File: config.mk
export PLATFORM = sky130hd
export DESIGN_NAME = weight_fetch_ctrl
export DESIGN_NICKNAME = d
export VERILOG_FILES = /design/src/rtl/weight_fetch_ctrl.sv
export SDC_FILE = /design/constraint.sdc
export NUM_CORES = 1
export LEC_CHECK = 0
export ABC_CLOCK_PERIOD_IN_PS = 3950
export CORE_AREA = 2 2 112 136
export CTS_CLUSTER_SIZE = 14
export DETAILED_ROUTE_END_ITERATION = 8
export DIE_AREA = 0 0 114 138
export GPL_ROUTABILITY_DRIVEN = 0
export GPL_TIMING_DRIVEN = 0
export PLACE_DENSITY = 0.78
export SYNTH_ARGS = -nofsm -noshare
export SYNTH_HDL_FRONTEND = slang
export SYNTH_SLANG_ARGS = --single-unit
File: constraint.sdc
create_clock -name clk -period 3.95 [get_ports clk]
set_clock_uncertainty 0.1 [all_clocks]
set_input_delay 0.9875 -clock clk [delete_from_list [all_inputs] [get_ports clk]]
set_output_delay 0.9875 -clock clk [all_outputs]
set_load 0.03 [all_outputs]
File: src/rtl/weight_fetch_ctrl.sv
// rtl/weight_fetch_ctrl.sv - weight fetch read master
// Splits one fetch command into power-of-two read bursts and streams the beats into the weight buffer.
module weight_fetch_ctrl #(
   parameter int DW            = 32,
   parameter int AW            = 32,
   parameter int BAW           = 10,
   parameter int LW            = 14,
   parameter int MAX_BURST_LOG = 4
) (
   input  logic           clk,
   input  logic           rst_n,
   input  logic           req_valid,
   output logic           req_ready,
   input  logic [AW-1:0]  req_addr,
   input  logic [LW-1:0]  req_len,
   input  logic [BAW-1:0] req_buf_base,
   output logic           busy,
   output logic           done,
   output logic [AW-1:0]  araddr,
   output logic           arvalid,
   output logic [3:0]     arburst,
   input  logic           arready,
   input  logic [DW-1:0]  rdata,
   input  logic           rvalid,
   input  logic           rlast,
   output logic           wb_wen,
   output logic [BAW-1:0] wb_waddr,
   output logic [DW-1:0]  wb_wdata
);

   typedef enum logic [1:0] {S_IDLE, S_ADDR, S_DATA, S_DONE} state_t;

   state_t         state_q, state_d;
   logic [AW-1:0]  araddr_q, araddr_d;
   logic [3:0]     arburst_q, arburst_d;
   logic [LW-1:0]  rem_q, rem_d;
   logic [BAW-1:0] wptr_q, wptr_d;
   logic [LW:0]    beat_q, beat_d;
   logic           wb_wen_q, wb_wen_d;
   logic [BAW-1:0] wb_waddr_q, wb_waddr_d;
   logic [DW-1:0]  wb_wdata_q, wb_wdata_d;
   logic [LW-1:0]  exp_w;
   logic [LW-1:0]  rem_next;
   logic [AW-1:0]  addr_next;

   // Largest power of two not above min(rem, 1<<MAX_BURST_LOG); rem is nonzero when used.
   function automatic logic [3:0] burst_log(input logic [LW-1:0] rem);
      logic [3:0] r;
      r = 4'd0;
      for (int i = 0; i < LW; i++)
         if (rem[i] && i <= MAX_BURST_LOG) r = 4'(i);
      if ((rem >> MAX_BURST_LOG) != '0) r = 4'(MAX_BURST_LOG);
      return r;
   endfunction

   assign exp_w     = {{(LW-1){1'b0}}, 1'b1} << arburst_q;
   assign rem_next  = rem_q - exp_w;
   assign addr_next = araddr_q + AW'(exp_w);

   always_comb begin
      state_d    = state_q;
      araddr_d   = araddr_q;
      arburst_d  = arburst_q;
      rem_d      = rem_q;
      wptr_d     = wptr_q;
      beat_d     = beat_q;
      wb_wen_d   = 1'b0;
      wb_waddr_d = wb_waddr_q;
      wb_wdata_d = wb_wdata_q;
      case (state_q)
         S_IDLE: begin
            if (req_valid) begin
               araddr_d = req_addr;
               rem_d    = req_len;
               wptr_d   = req_buf_base;
               beat_d   = '0;
               if (req_len == '0) begin
                  state_d = S_DONE;
               end else begin
                  state_d   = S_ADDR;
                  arburst_d = burst_log(req_len);
               end
            end
         end
         S_ADDR: begin
            if (arready) state_d = S_DATA;
         end
         S_DATA: begin
            if (rvalid) begin
               if (beat_q < {1'b0, exp_w}) begin
                  wb_wen_d   = 1'b1;
                  wb_waddr_d = wptr_q;
                  wb_wdata_d = rdata;
                  wptr_d     = wptr_q + 1'b1;
               end
               // Saturate so a runaway slave cannot wrap the counter back into the write window.
               if (beat_q != '1) beat_d = beat_q + 1'b1;
               if (rlast) begin
                  beat_d   = '0;
                  rem_d    = rem_next;
                  araddr_d = addr_next;
                  if (rem_next == '0) begin
                     state_d = S_DONE;
                  end else begin
                     state_d   = S_ADDR;
                     arburst_d = burst_log(rem_next);
                  end
               end
            end
         end
         default: state_d = S_IDLE;
      endcase
   end

   always_ff @(posedge clk or negedge rst_n) begin
      if (!rst_n) begin
         state_q    <= S_IDLE;
         araddr_q   <= '0;
         arburst_q  <= '0;
         rem_q      <= '0;
         wptr_q     <= '0;
         beat_q     <= '0;
         wb_wen_q   <= 1'b0;
         wb_waddr_q <= '0;
         wb_wdata_q <= '0;
      end else begin
         state_q    <= state_d;
         araddr_q   <= araddr_d;
         arburst_q  <= arburst_d;
         rem_q      <= rem_d;
         wptr_q     <= wptr_d;
         beat_q     <= beat_d;
         wb_wen_q   <= wb_wen_d;
         wb_waddr_q <= wb_waddr_d;
         wb_wdata_q <= wb_wdata_d;
      end
   end

   assign req_ready = (state_q == S_IDLE);
   assign busy      = (state_q != S_IDLE);
   assign done      = (state_q == S_DONE);
   assign arvalid   = (state_q == S_ADDR) && arready;
   assign araddr    = araddr_q;
   assign arburst   = arburst_q;
   assign wb_wen    = wb_wen_q;
   assign wb_waddr  = wb_waddr_q;
   assign wb_wdata  = wb_wdata_q;

endmodule
## After elaboration in Yosys (flattened, before gate mapping)

Cells that the tools add are included.
Widths: inputs -> output; s select.

- Input bits: 94
- Memories: 0
- ROM bits: 0
- Latch bits: 0
- Flip-flop bits (word level): 120
- Bits in writable memories: 0
- Logic and storage cells: 84

- Add/subtract/negate cells: 4
- Div/mod/pow operators: 0
- Magnitude comparators: 1
- Shift-type cells: 1
- Multiply operators: 0
- Reductions and logical operators: 14
- Multiplexer cells: 43
- Bitwise operators: 0
- Equality and inequality tests: 12

Operators by type and width:

| kind | number |
|---|---|
| $mux 32 | 3 |
| $pmux 32 s2 | 1 |
| $mux 15 | 4 |
| $mux 4 | 13 |
| $mux 14 | 3 |
| $add 32x14->32 | 1 |
| $mux 10 | 3 |
| $pmux 15 s2 | 1 |
| $logic_not 14->1 | 2 |
| $pmux 14 s2 | 1 |
| $reduce_bool 14->1 | 2 |
| $pmux 10 s2 | 1 |
| $reduce_and 4->1 | 4 |
| $add 15x1->15 const B | 1 |
| $lt 15x14->1 | 1 |
| $ne 15x15->1 const B | 1 |
| $ne 2x2->1 const B | 7 |
| $shl 1x4->14 const A | 1 |
| $sub 14x14->14 | 1 |
| $mux 2 | 6 |
| $add 10x1->10 const B | 1 |
| $pmux 4 s2 | 1 |
| $pmux 2 s3 | 1 |
| $reduce_and 6->1 | 1 |
| other kinds (8) | 14 |

## Depth between registers and ports, before layout

- Depth after elaboration: 11
- Gate-level depth with buffers: 14

## Worst setup path before layout

No wires, ideal clock.

- Path type: register -> register
- Start point: reg arburst_q[1], in the netlist arburst[1]
- End point: reg arburst_q[2], in the netlist arburst[2]
- Stages on the path, launching flop included: 10
- Path buffers: 2
- Clock period less this slack: 3.201 ns
- Required time: 3.763 ns
- Library setup time: 0.087 ns
- Arrival time: 3.014 ns
- Setup slack: 0.749 ns
- Cells stage by stage: dfrtp_1 -> clkbuf_1 -> or3_1 -> ha_1 -> buf_2 -> or4_4 -> a311oi_2 -> o2111ai_2 -> or3_1 -> o211ai_1

- Word-level cells in the longest chain between the ends: 9

Ends and longest elaborated chain:

| element | RTL line | text |
|---|---|---|
| start: declaration | 35 | `logic [3:0] arburst_q, arburst_d;` |
| start signal: assignment | 129 | `arburst_q <= arburst_d;` |
| $shl 1x4->14 * | 56 | `assign exp_w = {{(LW-1){1'b0}}, 1'b1} << arburst_q;` |
| $sub 14x14->14 * | 57 | `assign rem_next = rem_q - exp_w;` |
| $mux 4 (2 in a row) | 51 | `if (rem[i] && i <= MAX_BURST_LOG) r = 4'(i);` |
| $mux 4 | 52 | `if ((rem >> MAX_BURST_LOG) != '0) r = 4'(MAX_BURST_LOG);` |
| $mux 4 | 102 | `if (rem_next == '0) begin` |
| $mux 4 | 98 | `if (rlast) begin` |
| $mux 4 | 89 | `if (rvalid) begin` |
| $pmux 4 s2 | 70 | `case (state_q)` |

Mark *: on every way between the ends. The rest lies on a longest branch, timed or not. The select of a mux whose other input is x is not followed.
A chain may end at the register's enable or synchronous reset.

## Worst setup path in the final report

- Start point: reg state_q[1]
- End point: out done

- Word-level cells in the longest chain between the ends: 1

Ends and longest elaborated chain:

| element | RTL line | text |
|---|---|---|
| start: declaration | 33 | `state_t state_q, state_d;` |
| start signal: assignment | 127 | `state_q <= state_d;` |
| $eq 2x2->1 | 141 | `assign done = (state_q == S_DONE);` |
| end: declaration | 18 | `output logic done,` |

Every way passes these cells.

==> summary.md <==
| Metric | Value |
|---|---|
| Slew headroom | `0.452` |
| WL/cell | `19.2 µm` |
| Die width | `approximately 110 µm` |
| Commonest non-fill, non-tap cell in the layout | `clkdlybuf4s50_1` |
| CP arrival | `approximately 2.6 ns` |
| Xor/xnor share of the synthesized area | `0.0186` |
| Antenna violations before repair | `0` |
| Period Utilization, post-route | `0.937` |
| Post-Synthesis Cells | `765` |
| Fill cell count | `1,183` |
| Critical Path, Cell by Cell | `buf_2 -> buf_1 -> and2_1 -> clkdlybuf4s50_1` |
| Synth warn | `0` |
| Largest family of logic cells by synthesized area | `compound AO/OA/AOI/OAI gates` |
| Final hold violations | `0` |
| Most frequent cells in the layout | `174 x clkdlybuf4s50_1, 119 x dfrtp_1, 69 x nand2_1, 69 x a21oi_1, 67 x nor2_1` |
| Yosys cell types | `66` |
| Setup slack, reg-to-reg | `approximately 0.27 ns` |
| Crit path capture type | `primary output` |
| Worst slew pin tran | `0.820 ns` |
| Total core area | `14,600 µm²` |
| Top_reg_cell synth | `dfrtp_1` |
| DRC viols | `0` |
| RR Startpoint | `arburst[1]` |
| Final Slew Violations | `0` |
| Pwr Total | `0.00894 W` |
| Grt met3 use | `0.0754` |
| Post-route ant nets | `0` |
| Full die area | `15,700 µm²` |
| Post-synth EDFFs | `0` |
| WS Path Type | `flop to primary output` |
| Setup TNS | `0 ns` |
| Starting Density | `0.483` |
| Final setup violation count | `0` |
| CP max FO | `10` |
| Critical path required time | `2.86 ns` |
| Row count | `49` |
| Flops & latches, synth | `119` |
| First-pass GRT wire length | `35.6 mm` |
| Num ports | `177` |
| Setup bufs post-CTS | `0` |
| Layout Nets | `roughly 1,100` |
| Total of max-cap violations | `0` |
| Layout cell share with drive strength beyond 1 | `0.0977` |
| Final Worst Setup Slack | `0.249 ns` |
| GR peak layer | `met2` |
| Post-DP HPWL | `15.7 mm` |
| Mapped cell area | `7050 µm²` |
| LEAKAGE | `3.96 nW` |
| GR Overflow Total | `0` |
| Power density over the cells | `925 nW/µm²` |
| Grt met2 use | `0.473` |
| Area grow syn2layout | `37.2%` |
| Iter 0 DRT Violations | `508` |
| M1 GR Usage | `0.349` |
| Worst VDD drop | `576 µV` |
| DRT Pass-1 Iters | `7` |
| CTS tree | `done` |
| Portion of netlist area occupied by mux cells | `0.0744` |
| CTS resizes | `0` |
| Max Fclk | `0.270 GHz` |
| Register area share after synthesis | `0.423` |
| Num CTS Buffers | `17` |
| Net count after synthesis | `about 890` |
| Avg Cell Area, Syn | `roughly 9.2 µm²` |
| Post-layout min period | `approximately 3.7 ns` |
| Adder-Cell Fraction of Synth Area | `0.0519` |
| Clock sinks | `~120` |
| Capturing point of the worst reg2reg path | `araddr[18]` |
| Status | `completed` |
| Simple-gate portion of the synthesized area | `0.195` |
| R2r worst-path depth | `13` |
| Max incr delay on CP | `0.73 ns` |
| Clk_lat worst skew | `0.43 ns` |
| Async S/R FF share, synth | `1.00` |
| Sequential cell area | `2980 µm²` |
| Post-Route WL | `22.1 mm` |
| N_diodes | `0` |
| Clk Tree Root Cell | `clkbuf_16` |
| Port-buffer cells | `175` |
| Via density | `6.04` |
| Synth Area in Compound Gates | `0.198` |
| DP Worst Slack | `around 0.38 ns` |
| Area of the multi-input gates | `3790 µm²` |
| Largest net degree at the start of global routing | `92` |
| Die H | `138 µm` |
| HP Class | `input port to async pin` |
| CP startpoint kind | `flop` |
| Hold-fix buffers, CTS | `0` |
| CP max-delay cell | `clkdlybuf4s50_1` |
| Maximum clock path buffer count | `2` |
| Tot GR Track Use | `0.287` |
| RSZ-0062 raised after global routing | `no` |
| Vias | `6,950` |
| Clock transition at path regs | `0.06 ns` |
| Post-route core utilization | `0.662` |
| Vias in the first global route | `approximately 6,900` |
| H-tree lvl count | `4` |
| Crit path capture | `done` |
| Hold_ws | `0.337 ns` |
| Critical path startpoint | `state_q[1]` |
kinds of logic (layout without fill, tap and decap cells):
group,count (synthesis),in the layout
AND/OR/NAND/NOR,274,274
AO/OA/AOI/OAI,214,214
flip-flops,119,119
buffers and inverters,67,274
multiplexers,47,47
adder cells (fa/ha/maj),28,28
XOR/XNOR,15,15
other,1,1
layer usage:
metal,part of all wire,vias to the layer above
li1,-,3220
met1,0.40,3345
met2,0.49,324
met3,0.074,61
met4,0.034,0
met5,0,-
synthesized netlist by cell type, types with 9 or more instances:
library cell | instances | share of area
nand2b_1 | 13 | 0.012
nor2_1 | 67 | 0.036
o22ai_1 | 11 | 0.0098
or3_1 | 11 | 0.0098
o32ai_1 | 9 | 0.011
nand3_1 | 30 | 0.021
nor3_1 | 14 | 0.0099
ha_1 | 26 | 0.046
o21a_1 | 9 | 0.0096
dfrtp_1 | 119 | 0.42
nand2_1 | 69 | 0.037
and3_1 | 12 | 0.011
clkbuf_1 | 30 | 0.016
inv_1 | 25 | 0.013
a21oi_1 | 69 | 0.049
o21ai_0 | 40 | 0.028
a31oi_1 | 10 | 0.0089
mux2_2 | 43 | 0.069
nand4_1 | 13 | 0.012
xor2_1 | 11 | 0.014
a311oi_1 | 9 | 0.011
worst min path at each step:
stage               slack, ns  startpoint  depth (start not counted)           end
floorplan                0.36    rem_q[2]                          2      rem_q[2]
finish                   0.34       rst_n                          1   wb_waddr[4]
global route             0.34       rst_n                          1  wb_wdata[29]
detailed placement       0.38   rem_q[13]                          1     rem_q[13]
CTS                      0.33       rst_n                          1  wb_wdata[29]
global placement         0.37    rem_q[6]                          2      rem_q[6]
state kept, by name (all words and copies together), names as in the netlist:
signal and cells:
arburst 3, wb_waddr 10, wptr_q 10, araddr 32
wb_wen 1, beat_q 15, wb_wdata 32, rem_q 14
state_q 2
area by class of cell:
class                      count  area share
buffer                        42      0.0186
clock buffer                  20      0.0483
clock inverter                11      0.0154
inverter                      25     0.00971
multi-input combinational    579       0.393
sequential                   119       0.308
tap                          178      0.0230
timing repair buffer         176       0.184
stage by stage:
| step | cells | area (µm²) |
|---|---|---|
| after floorplan | 765 | 7050 |
| after global placement | 1118 | 9020 |
| after detailed placement | 1119 | 9050 |
| after CTS | 1150 | 9660 |
| after global routing | 1150 | 9660 |
| final | 1150 | 9660 |
power breakdown:
| group | switching (W) | internal [W] | total (W) |
|---|---|---|---|
| combinational | 0.00302 | 0.00207 | 0.00509 |
| sequential | 0.000475 | 0.00176 | 0.00224 |
| clock | 0.000577 | 0.00104 | 0.00161 |
worst max-delay path: cells and delay by family, from the launching register on:
family | cells | cell delay [ns]
simple gates | 1 | 0.21
buf+inv | 3 | 1.54
flops | 1 | 0.44
Note: power is estimated with default switching activity, not from simulation.
